==> config.mk <==
export PLATFORM = sky130hd
export DESIGN_NAME = cnt_seq_ctrl
export DESIGN_NICKNAME = d
export VERILOG_FILES = /design/src/rtl/cnt_seq_pkg.sv /design/src/rtl/tick_prescaler.sv /design/src/rtl/cnt_seq_ctrl.sv
export SDC_FILE = /design/constraint.sdc
export NUM_CORES = 1
export LEC_CHECK = 0
export ABC_AREA = 1
export CAP_MARGIN = 20
export CORE_MARGIN = 2
export CORE_UTILIZATION = 40
export CTS_CLUSTER_DIAMETER = 120
export CTS_CLUSTER_SIZE = 40
export DETAILED_ROUTE_END_ITERATION = 8
export PLACE_DENSITY = 0.71
export SLEW_MARGIN = 5
export SYNTH_ARGS = -nofsm -noshare
export SYNTH_HDL_FRONTEND = slang
export SYNTH_SLANG_ARGS = --single-unit
export TNS_END_PERCENT = 20
==> constraint.sdc <==
create_clock -name clk -period 4.51 [get_ports clk]
set_clock_uncertainty 0.15 [all_clocks]
set_input_delay 0.902 -clock clk [delete_from_list [all_inputs] [get_ports clk]]
set_output_delay 0.902 -clock clk [all_outputs]
set_load 0.05 [all_outputs]
==> src/rtl/cnt_seq_pkg.sv <==
// Purpose : shared FSM state encoding and default parameters for the counter sequencer.
// Latency : n/a (package only).
// Backpressure : n/a (package only).
package cnt_seq_pkg;

  // Encoded controller state, also exported on the debug/LED port.
  typedef enum logic [1:0] {
    ST_IDLE   = 2'd0,
    ST_RUN    = 2'd1,
    ST_HOLD   = 2'd2,
    ST_PRESET = 2'd3
  } state_t;

  // Clock cycles per count-enable tick (legal 2..65535).
  localparam int unsigned DIV_DEFAULT   = 50;
  // Chain value at which a run completes.
  localparam logic [15:0] LIMIT_DEFAULT = 16'h0009;

endpackage

==> src/rtl/tick_prescaler.sv <==
// Purpose : free-running 0..DIV-1 prescaler that flags the terminal count while enabled.
// Latency : tick is combinational from the registered count; count advances one per enabled clock.
// Backpressure : none; en freezes the count in place, clr forces it to zero.
//
// Ports:
//   clk   - system clock, rising edge
//   rst_n - synchronous active-low reset
//   en    - advance the count this cycle
//   clr   - synchronous clear (wins over en)
//   tick  - high while enabled and the count sits at DIV-1
module tick_prescaler
  import cnt_seq_pkg::*;
#(
  parameter int unsigned DIV = DIV_DEFAULT
) (
  input  logic clk,
  input  logic rst_n,
  input  logic en,
  input  logic clr,
  output logic tick
);

  localparam logic [15:0] TERM = 16'(DIV - 1);

  logic [15:0] r_cnt;
  logic        w_at_term;

  assign w_at_term = (r_cnt == TERM);
  assign tick      = en && w_at_term;

  always_ff @(posedge clk) begin
    if (!rst_n) begin
      r_cnt <= '0;
    end else if (clr) begin
      r_cnt <= '0;
    end else if (en) begin
      r_cnt <= w_at_term ? '0 : r_cnt + 16'd1;
    end
  end

endmodule

==> src/rtl/cnt_seq_ctrl.sv <==
// Purpose : run/hold/preset sequencer driving an external cascaded 4 x 4-bit counter chain.
// Latency : state, busy, done, s_out registered (1 cycle); ce_out combinational off the prescaler.
// Backpressure : none; requests are levels, priority preset > stop > start in every state.
//
// Ports:
//   clk, rst_n            - clock and synchronous active-low reset
//   start, stop, preset   - request levels sampled each clock
//   q_in[15:0]            - live chain value, least significant stage in [3:0]
//   ce_out                - one-cycle count enable into the first chain stage
//   s_out                 - one-cycle synchronous set (chain -> 16'hFFFF)
//   busy, done, state     - status: RUN/HOLD flag, completion pulse, encoded state
module cnt_seq_ctrl
  import cnt_seq_pkg::*;
#(
  parameter int unsigned DIV   = DIV_DEFAULT,
  parameter logic [15:0] LIMIT = LIMIT_DEFAULT
) (
  input  logic        clk,
  input  logic        rst_n,
  input  logic        start,
  input  logic        stop,
  input  logic        preset,
  input  logic [15:0] q_in,
  output logic        ce_out,
  output logic        s_out,
  output logic        busy,
  output logic        done,
  output logic [1:0]  state
);

  state_t r_state;
  logic   r_s_out;
  logic   r_busy;
  logic   r_done;

  logic   w_run;
  logic   w_at_limit;
  logic   w_tick;
  logic   w_pre_clr;

  assign w_run      = (r_state == ST_RUN);
  assign w_at_limit = (q_in == LIMIT);
  // Prescaler is zeroed whenever we are outside RUN/HOLD so a fresh run
  // always starts a full DIV period; HOLD leaves it untouched for resume.
  assign w_pre_clr  = (r_state == ST_IDLE) || (r_state == ST_PRESET);

  tick_prescaler #(
    .DIV (DIV)
  ) u_prescaler (
    .clk   (clk),
    .rst_n (rst_n),
    .en    (w_run),
    .clr   (w_pre_clr),
    .tick  (w_tick)
  );

  // A tick coinciding with any RUN exit is swallowed so the chain never
  // counts on the same edge the controller leaves RUN.
  assign ce_out = w_tick && !preset && !stop && !w_at_limit;
  assign s_out  = r_s_out;
  assign busy   = r_busy;
  assign done   = r_done;
  assign state  = r_state;

  always_ff @(posedge clk) begin
    if (!rst_n) begin
      r_state <= ST_IDLE;
      r_s_out <= 1'b0;
      r_busy  <= 1'b0;
      r_done  <= 1'b0;
    end else begin
      r_s_out <= 1'b0;
      r_done  <= 1'b0;
      case (r_state)
        ST_IDLE: begin
          if (preset) begin
            r_state <= ST_PRESET;
            r_s_out <= 1'b1;
          end else if (start && !stop) begin
            r_state <= ST_RUN;
            r_busy  <= 1'b1;
          end
        end
        ST_RUN: begin
          if (preset) begin
            r_state <= ST_PRESET;
            r_s_out <= 1'b1;
            r_busy  <= 1'b0;
          end else if (stop) begin
            r_state <= ST_HOLD;
          end else if (w_at_limit) begin
            // done lands in the first IDLE cycle, so a held start can only
            // re-enter RUN on the edge after the pulse.
            r_state <= ST_IDLE;
            r_busy  <= 1'b0;
            r_done  <= 1'b1;
          end
        end
        ST_HOLD: begin
          if (preset) begin
            r_state <= ST_PRESET;
            r_s_out <= 1'b1;
            r_busy  <= 1'b0;
          end else if (start && !stop) begin
            r_state <= ST_RUN;
          end
        end
        ST_PRESET: begin
          r_state <= ST_IDLE;
          r_busy  <= 1'b0;
        end
        default: begin
          r_state <= ST_IDLE;
          r_busy  <= 1'b0;
        end
      endcase
    end
  end

endmodule

==> flow_metrics.env <==
export IMPL_fin_setup_tns_ns=0
export IMPL_crit_fanout=7
export IMPL_gr_total_overflow=0
export IMPL_hold_viol_final=0
export IMPL_switching_share=0.427
export IMPL_drt_first_pass_iters=4
export IMPL_critPathLaunchType="input port"
export IMPL_share_comb_of_total_power=0.476
export IMPL_slew_headroom=0.659
export IMPL_postCtsSetupBuffers=0
export IMPL_syn_nets=224
export IMPL_clk_latency_ns=0.30
export IMPL_wl_per_cell_um=9.76
export IMPL_slew_viol_final=0
export IMPL_synth_area_mm2=0.00133
export IMPL_use_met2=0.260
export IMPL_htree_levels=1
export IMPL_hpwl_um=2130
export IMPL_synthArstFlopShare=0
export IMPL_cp_required_ns=3.46
export IMPL_drive_above_1_share=0.103
export IMPL_timing_fmax_mhz=262
export IMPL_hold_class="reg2reg"
export IMPL_die_width_um=61.6
export IMPL_end_kind="output port"
export IMPL_avgSynthCellArea_um2=6.81
export IMPL_initial_utilization=0.428
export IMPL_p_per_area_mw_per_mm2=357
export IMPL_die_h_um=61.6
export IMPL_clkPwrFrac=0.151
export IMPL_cts_made_buffers=3
export IMPL_tightest_slew_ns=0.509
export IMPL_period_minus_slack_ns=3.82
export IMPL_cts_sinks=21
export IMPL_critPathKind="in2out"
export IMPL_ys_flop_type="dfxtp_1"
export IMPL_intPower_mw=0.339
export IMPL_vias=1175
export IMPL_io_pins=27
export IMPL_core_area_mm2=0.00310
export IMPL_n_antenna_cell=0
export IMPL_yosysSeqAreaShare=0.316
export IMPL_finalSetupViolations=0
export IMPL_cts_tree="built"
export IMPL_ys_seq_elements=21
export IMPL_drt_iter0_markers=31
export IMPL_pwr_share_seq=0.373
export IMPL_track_usage=0.160
export IMPL_synth_edf_count=0
export IMPL_outcome="complete, no violations"
export IMPL_synth_warnings=0
export IMPL_cp_arrival_ns=2.77
export IMPL_root_buffer="clkbuf_4"
export IMPL_place_gp_congestion=0.786
export IMPL_drv_cap=0
export IMPL_grt_busiest_layer="met2"
export IMPL_syn_inst=195
export IMPL_routed_wirelength_um=2620
export IMPL_area_growth_pct=24.9
export IMPL_grt_max_degree=12
export IMPL_cts_resized=0
export IMPL_grt_pass1_vias=1091
export IMPL_p_leak_nw=0.682
export IMPL_clockBufferDepth=2
export IMPL_synth_cell_types=27
export IMPL_fin_crit_sh=0.847
export IMPL_gr_usage_met3=0.0210
export IMPL_clk_pin_slew_ns=0.12
export IMPL_rows=20
export IMPL_hold_buffers=0
export IMPL_grt_pass1_wl_um=4610
export IMPL_use_met1=0.215
export IMPL_switchingPower_mw=0.253
export IMPL_dpl_cell_area_mm2=0.00163
export IMPL_grt_setup_unrepaired="no"
export IMPL_grt_antenna_before_repair=0
export IMPL_ant_nets=0
export IMPL_dieArea_mm2=0.00380
export IMPL_numPortBuffers=26
export IMPL_via_per_inst=4.38
export IMPL_route_detailed_drc=0
export IMPL_irDropWorstVdd_uv=297
export IMPL_nets=254
export IMPL_fin_area_mm2=0.00166
## registers in the layout, indices dropped and copies added (netlist names)
register	flops
s_out	1
state	2
done	1
busy	1
u_prescaler.r_cnt	16
## cell families after synthesis
family | count (synthesis) | share of synthesized area
and+or+nand+nor | 120 | 0.441
adders and majority gates | 8 | 0.0753
buffers and inverters | 29 | 0.0876
DFF | 21 | 0.316
xor gates and xnor gates | 3 | 0.0198
AOI/OAI and AO/OA | 14 | 0.0603
## power groups by stage
stage	clock (mW)	sequential, mW	combinational [mW]
3_3_place_gp	0	0.226	0.281
5_1_grt	0.101	0.225	0.313
3_5_place_dp	0	0.226	0.282
4_1_cts	0.0966	0.222	0.283
2_1_floorplan	0	0.266	0.168
6_report	0.0894	0.221	0.282
## cells in the final DEF, fill, tap and decap left out
master,Yosys,layout
nor2_2,2,2
ha_1,8,8
nand3_2,1,1
inv_1,25,25
nand2_2,4,4
or2_2,1,1
clkbuf_1,0,1
nand3_1,10,10
nand3b_1,1,1
o2111ai_1,1,1
inv_2,3,3
nor3_1,3,3
nor3_4,1,1
nand4_1,5,5
nor2_1,42,42
clkdlybuf4s50_1,0,26
a22oi_1,1,1
clkbuf_4,0,3
a21oi_1,8,8
xor2_1,3,3
o21ai_0,2,2
o21bai_1,1,1
nand2_4,2,2
a31oi_1,1,1
nand2_1,41,41
nor3b_2,2,2
nor2_4,4,4
nor3b_1,1,1
dfxtp_1,21,21
## cells in the mapped netlist, types with 2 or more instances
master / n / share of area
nand2_1: 41 / 0.12
nor2_4: 4 / 0.034
nand4_1: 5 / 0.024
dfxtp_1: 21 / 0.32
inv_2: 3 / 0.0085
ha_1: 8 / 0.075
nor2_2: 2 / 0.0094
nor2_1: 42 / 0.12
a21oi_1: 8 / 0.030
xor2_1: 3 / 0.020
nand3_1: 10 / 0.038
nand2_2: 4 / 0.019
nor3_1: 3 / 0.011
inv_1: 25 / 0.071
o21ai_0: 2 / 0.0075
nor3b_2: 2 / 0.019
nand2_4: 2 / 0.017
## path summary, 6_finish.rpt
kind                                            from                                  to  slack [ns]  depth (start not counted)
setup / recovery                              preset                              ce_out        0.69                          5
hold / removal    u_prescaler.r_cnt[12]$_SDFFE_PP0N_  u_prescaler.r_cnt[12]$_SDFFE_PP0N_        0.36                          2
setup reg to reg               state[1]$_SDFFE_PN0P_  u_prescaler.r_cnt[13]$_SDFFE_PP0N_        2.52                          8
hold reg to reg   u_prescaler.r_cnt[12]$_SDFFE_PP0N_  u_prescaler.r_cnt[12]$_SDFFE_PP0N_        0.36                          2
## worst max-delay path, stage by stage
cell and delay, ns:
clkdlybuf4s50_1 0.52, nor2_1 0.20, nand3_1 0.19, nor2_1 0.14, clkdlybuf4s50_1 0.81
## area by class of cell
| cell class | instances | area, µm² |
|---|---|---|
| Clock buffer | 4 | 26.3 |
| Fill cell | 331 | 1440 |
| Inverter | 28 | 105 |
| Multi-Input combinational cell | 145 | 792 |
| Sequential cell | 21 | 420 |
| Tap cell | 44 | 55.1 |
| Timing Repair Buffer | 26 | 260 |
## metrics by stage
| step | hold slack, ns | cells | total power [mW] | setup slack (ns) | utilization |
|---|---|---|---|---|---|
| after floorplan | 0.310 | 195 | 0.434 | 1.53 | - |
| after global routing | 0.397 | 268 | 0.638 | 0.570 | 0.535 |
| final | 0.360 | 268 | 0.592 | 0.689 | 0.535 |
| after detailed placement | 0.324 | 264 | 0.508 | 0.697 | 0.526 |
| after CTS | 0.369 | 268 | 0.601 | 0.696 | 0.535 |
| after global placement | 0.316 | 264 | 0.507 | 0.726 | 0.526 |
## metal layers
metal	routed length [µm]	part of all wire
met4	19	0.0073
met1	1350	0.52
met3	28	0.011
met5	0	0
met2	1210	0.46
(Power assumes the default switching activity.)
==> RTL change (same settings) <==
Change the package constant `DIV_DEFAULT` from 50 to 37.
--- a/src/rtl/cnt_seq_pkg.sv
+++ b/src/rtl/cnt_seq_pkg.sv
@@ -13,5 +13,5 @@
 
   // Clock cycles per count-enable tick (legal 2..65535).
-  localparam int unsigned DIV_DEFAULT   = 50;
+  localparam int unsigned DIV_DEFAULT   = 37;
   // Chain value at which a run completes.
   localparam logic [15:0] LIMIT_DEFAULT = 16'h0009;
Check against the original RTL: same outputs for any inputs over 10 cycles, from zero or initial values and one cycle with rst_n low; that may be too few to reach the edited logic, so the function may still have changed.
==> RTL change against the original RTL <==
  * Worst hold slack worse by 0.0046 ns
  * Cell area down 0.38%
  * Total power decreased by 0.94%
  * Sequential cell count stayed put
  * Routed wire length increased by 1.4%
  * Worst setup slack better by 0.049 ns
  * Synthesized cell count up 5.6%
  * Synthesized area is 0.75% lower
  * Critical endpoint unchanged
==> RTL change: results (changes against the original RTL) <==
metric;value;unit;change
first-pass GRT wire length;4.49;mm;was 4.61 mm
CP Data Arrival Time;2.72;ns;was 2.77 ns
Top Family by Delay on Critical Path;buffers and inverters;;unchanged
sequential area share after synthesis;0.319;;was 0.316
Max Buffers Root-to-Sink;2;;unchanged
Final Cell Area;1650;µm²;was 1660 µm²
layout cell share with drive strength beyond 1;0.0766;;was 0.103
vias in the first global route;1083;;was 1091
vias per inst;4.64;;was 4.38
I/O Buffers;26;;unchanged
clock-pin slew on the worst setup and hold paths;0.12;ns;about the same
CP peak stage delay;0.81;ns;about the same
largest net degree at the start of global routing;12;;unchanged
Final #Nets;265;;was 254
# hold bufs at CTS;0;;unchanged
final hold violation count;0;;unchanged
gpl congestion;0.887;;was 0.786
Critical Path Sink;ce_out;;unchanged
Netlist cell types;25;;was 27
status;completed;;unchanged
DR pass1 iterations;4;;unchanged
WL per Instance;9.51;µm;was 9.76 µm
Least-Margin Pin Slew;0.503;ns;was 0.509 ns
Leak;0.708;nW;was 0.682 nW
placed cell count;275;;was 264
Sw Share;0.430;;was 0.427
Final HPWL DP;2.16;mm;was 2.13 mm
Num CTS Buffers;3;;unchanged
synthesis warning total;0;;unchanged
Largest Register;u_prescaler.r_cnt;;unchanged
VDD IR max;0.000212;V;was 0.000297 V
Syn Nets;235;;was 224
Crit Reg-Reg Endpoint;u_prescaler.r_cnt[13];;unchanged
flop2flop setup slack;2.54;ns;was 2.52 ns
Hold Path Cell Cnt;2;;unchanged
Root Driver;clkbuf_4;;unchanged
post-CTS sizing;0;;unchanged
drt initial violations;56;;was 31
commonest cells in the netlist;48 x nor2_1, 45 x nand2_1, 25 x inv_1;;was 42 x nor2_1, 41 x nand2_1, 25 x inv_1
r2r worst-path depth;7;;was 8
mean area per synthesized cell;6.40;µm²;was 6.81 µm²
filler instances;327;;was 331
number of diodes;0;;unchanged
class of the tightest hold or removal check;reg2reg;;unchanged
Area contributors post-synth;dfxtp_1 32%, nor2_1 14%, nand2_1 13%;;was dfxtp_1 32%, nor2_1 12%, nand2_1 12%
initial antenna violation count;0;;unchanged
Area after DPL;1630;µm²;about the same
Total GRT Usage;0.162;;was 0.160
Post-Route WL;2.65;mm;was 2.62 mm
[RTL change: cells by family after synthesis]
group,after synthesis,synth area share
AOI/OAI and AO/OA,12,0.0474
xor gates and xnor gates,3,0.0199
adders and majority gates,8,0.0759
buffers and inverters,32,0.0958
DFF,21,0.319
and+or+nand+nor,130,0.442
[RTL change: cell type report]
cell class                 count  share of cell area
clock buffer                   4              0.0159
inverter                      31              0.0719
multi-input combinational    153               0.467
sequential                    21               0.254
tap                           44              0.0333
timing repair buffer          26               0.157
[RTL change: worst min path at each step]
| stage | start | end | slack [ns] |
|---|---|---|---|
| final | busy | busy | 0.36 |
| after global routing | u_prescaler.r_cnt[6] | u_prescaler.r_cnt[6] | 0.39 |
| after CTS | busy | busy | 0.36 |
| after detailed placement | busy | busy | 0.33 |
| after global placement | busy | busy | 0.32 |
| after floorplan | u_prescaler.r_cnt[6] | u_prescaler.r_cnt[6] | 0.33 |
[RTL change: tightest hold or removal path, stage by stage (launching register included)]
cell and delay, ns:
dfxtp_1 0.35, a21oi_1 0.04, nor2_1 0.08
[RTL change: through the flow]
stage / setup slack (ns) / power [mW]
floorplan: 1.53 / 0.423
global placement: 0.755 / 0.499
detailed placement: 0.722 / 0.498
CTS: 0.719 / 0.591
global route: 0.560 / 0.634
finish: 0.738 / 0.587
[RTL change: routing by layer]
layer  vias up  track usage  wire length [µm]
li1        711            -                 -
met1       556        0.207              1310
met2        25        0.260              1170
met3         2       0.0504               133
met4         0       0.0547                34
met5         -            0                 0
[RTL change: power by group through the flow]
stage | combinational [mW] | sequential, mW | clock [mW]
6_report | 0.272 | 0.221 | 0.0938
5_1_grt | 0.305 | 0.224 | 0.105
4_1_cts | 0.274 | 0.221 | 0.0953
3_5_place_dp | 0.272 | 0.226 | 0
3_3_place_gp | 0.274 | 0.225 | 0
2_1_floorplan | 0.157 | 0.266 | 0
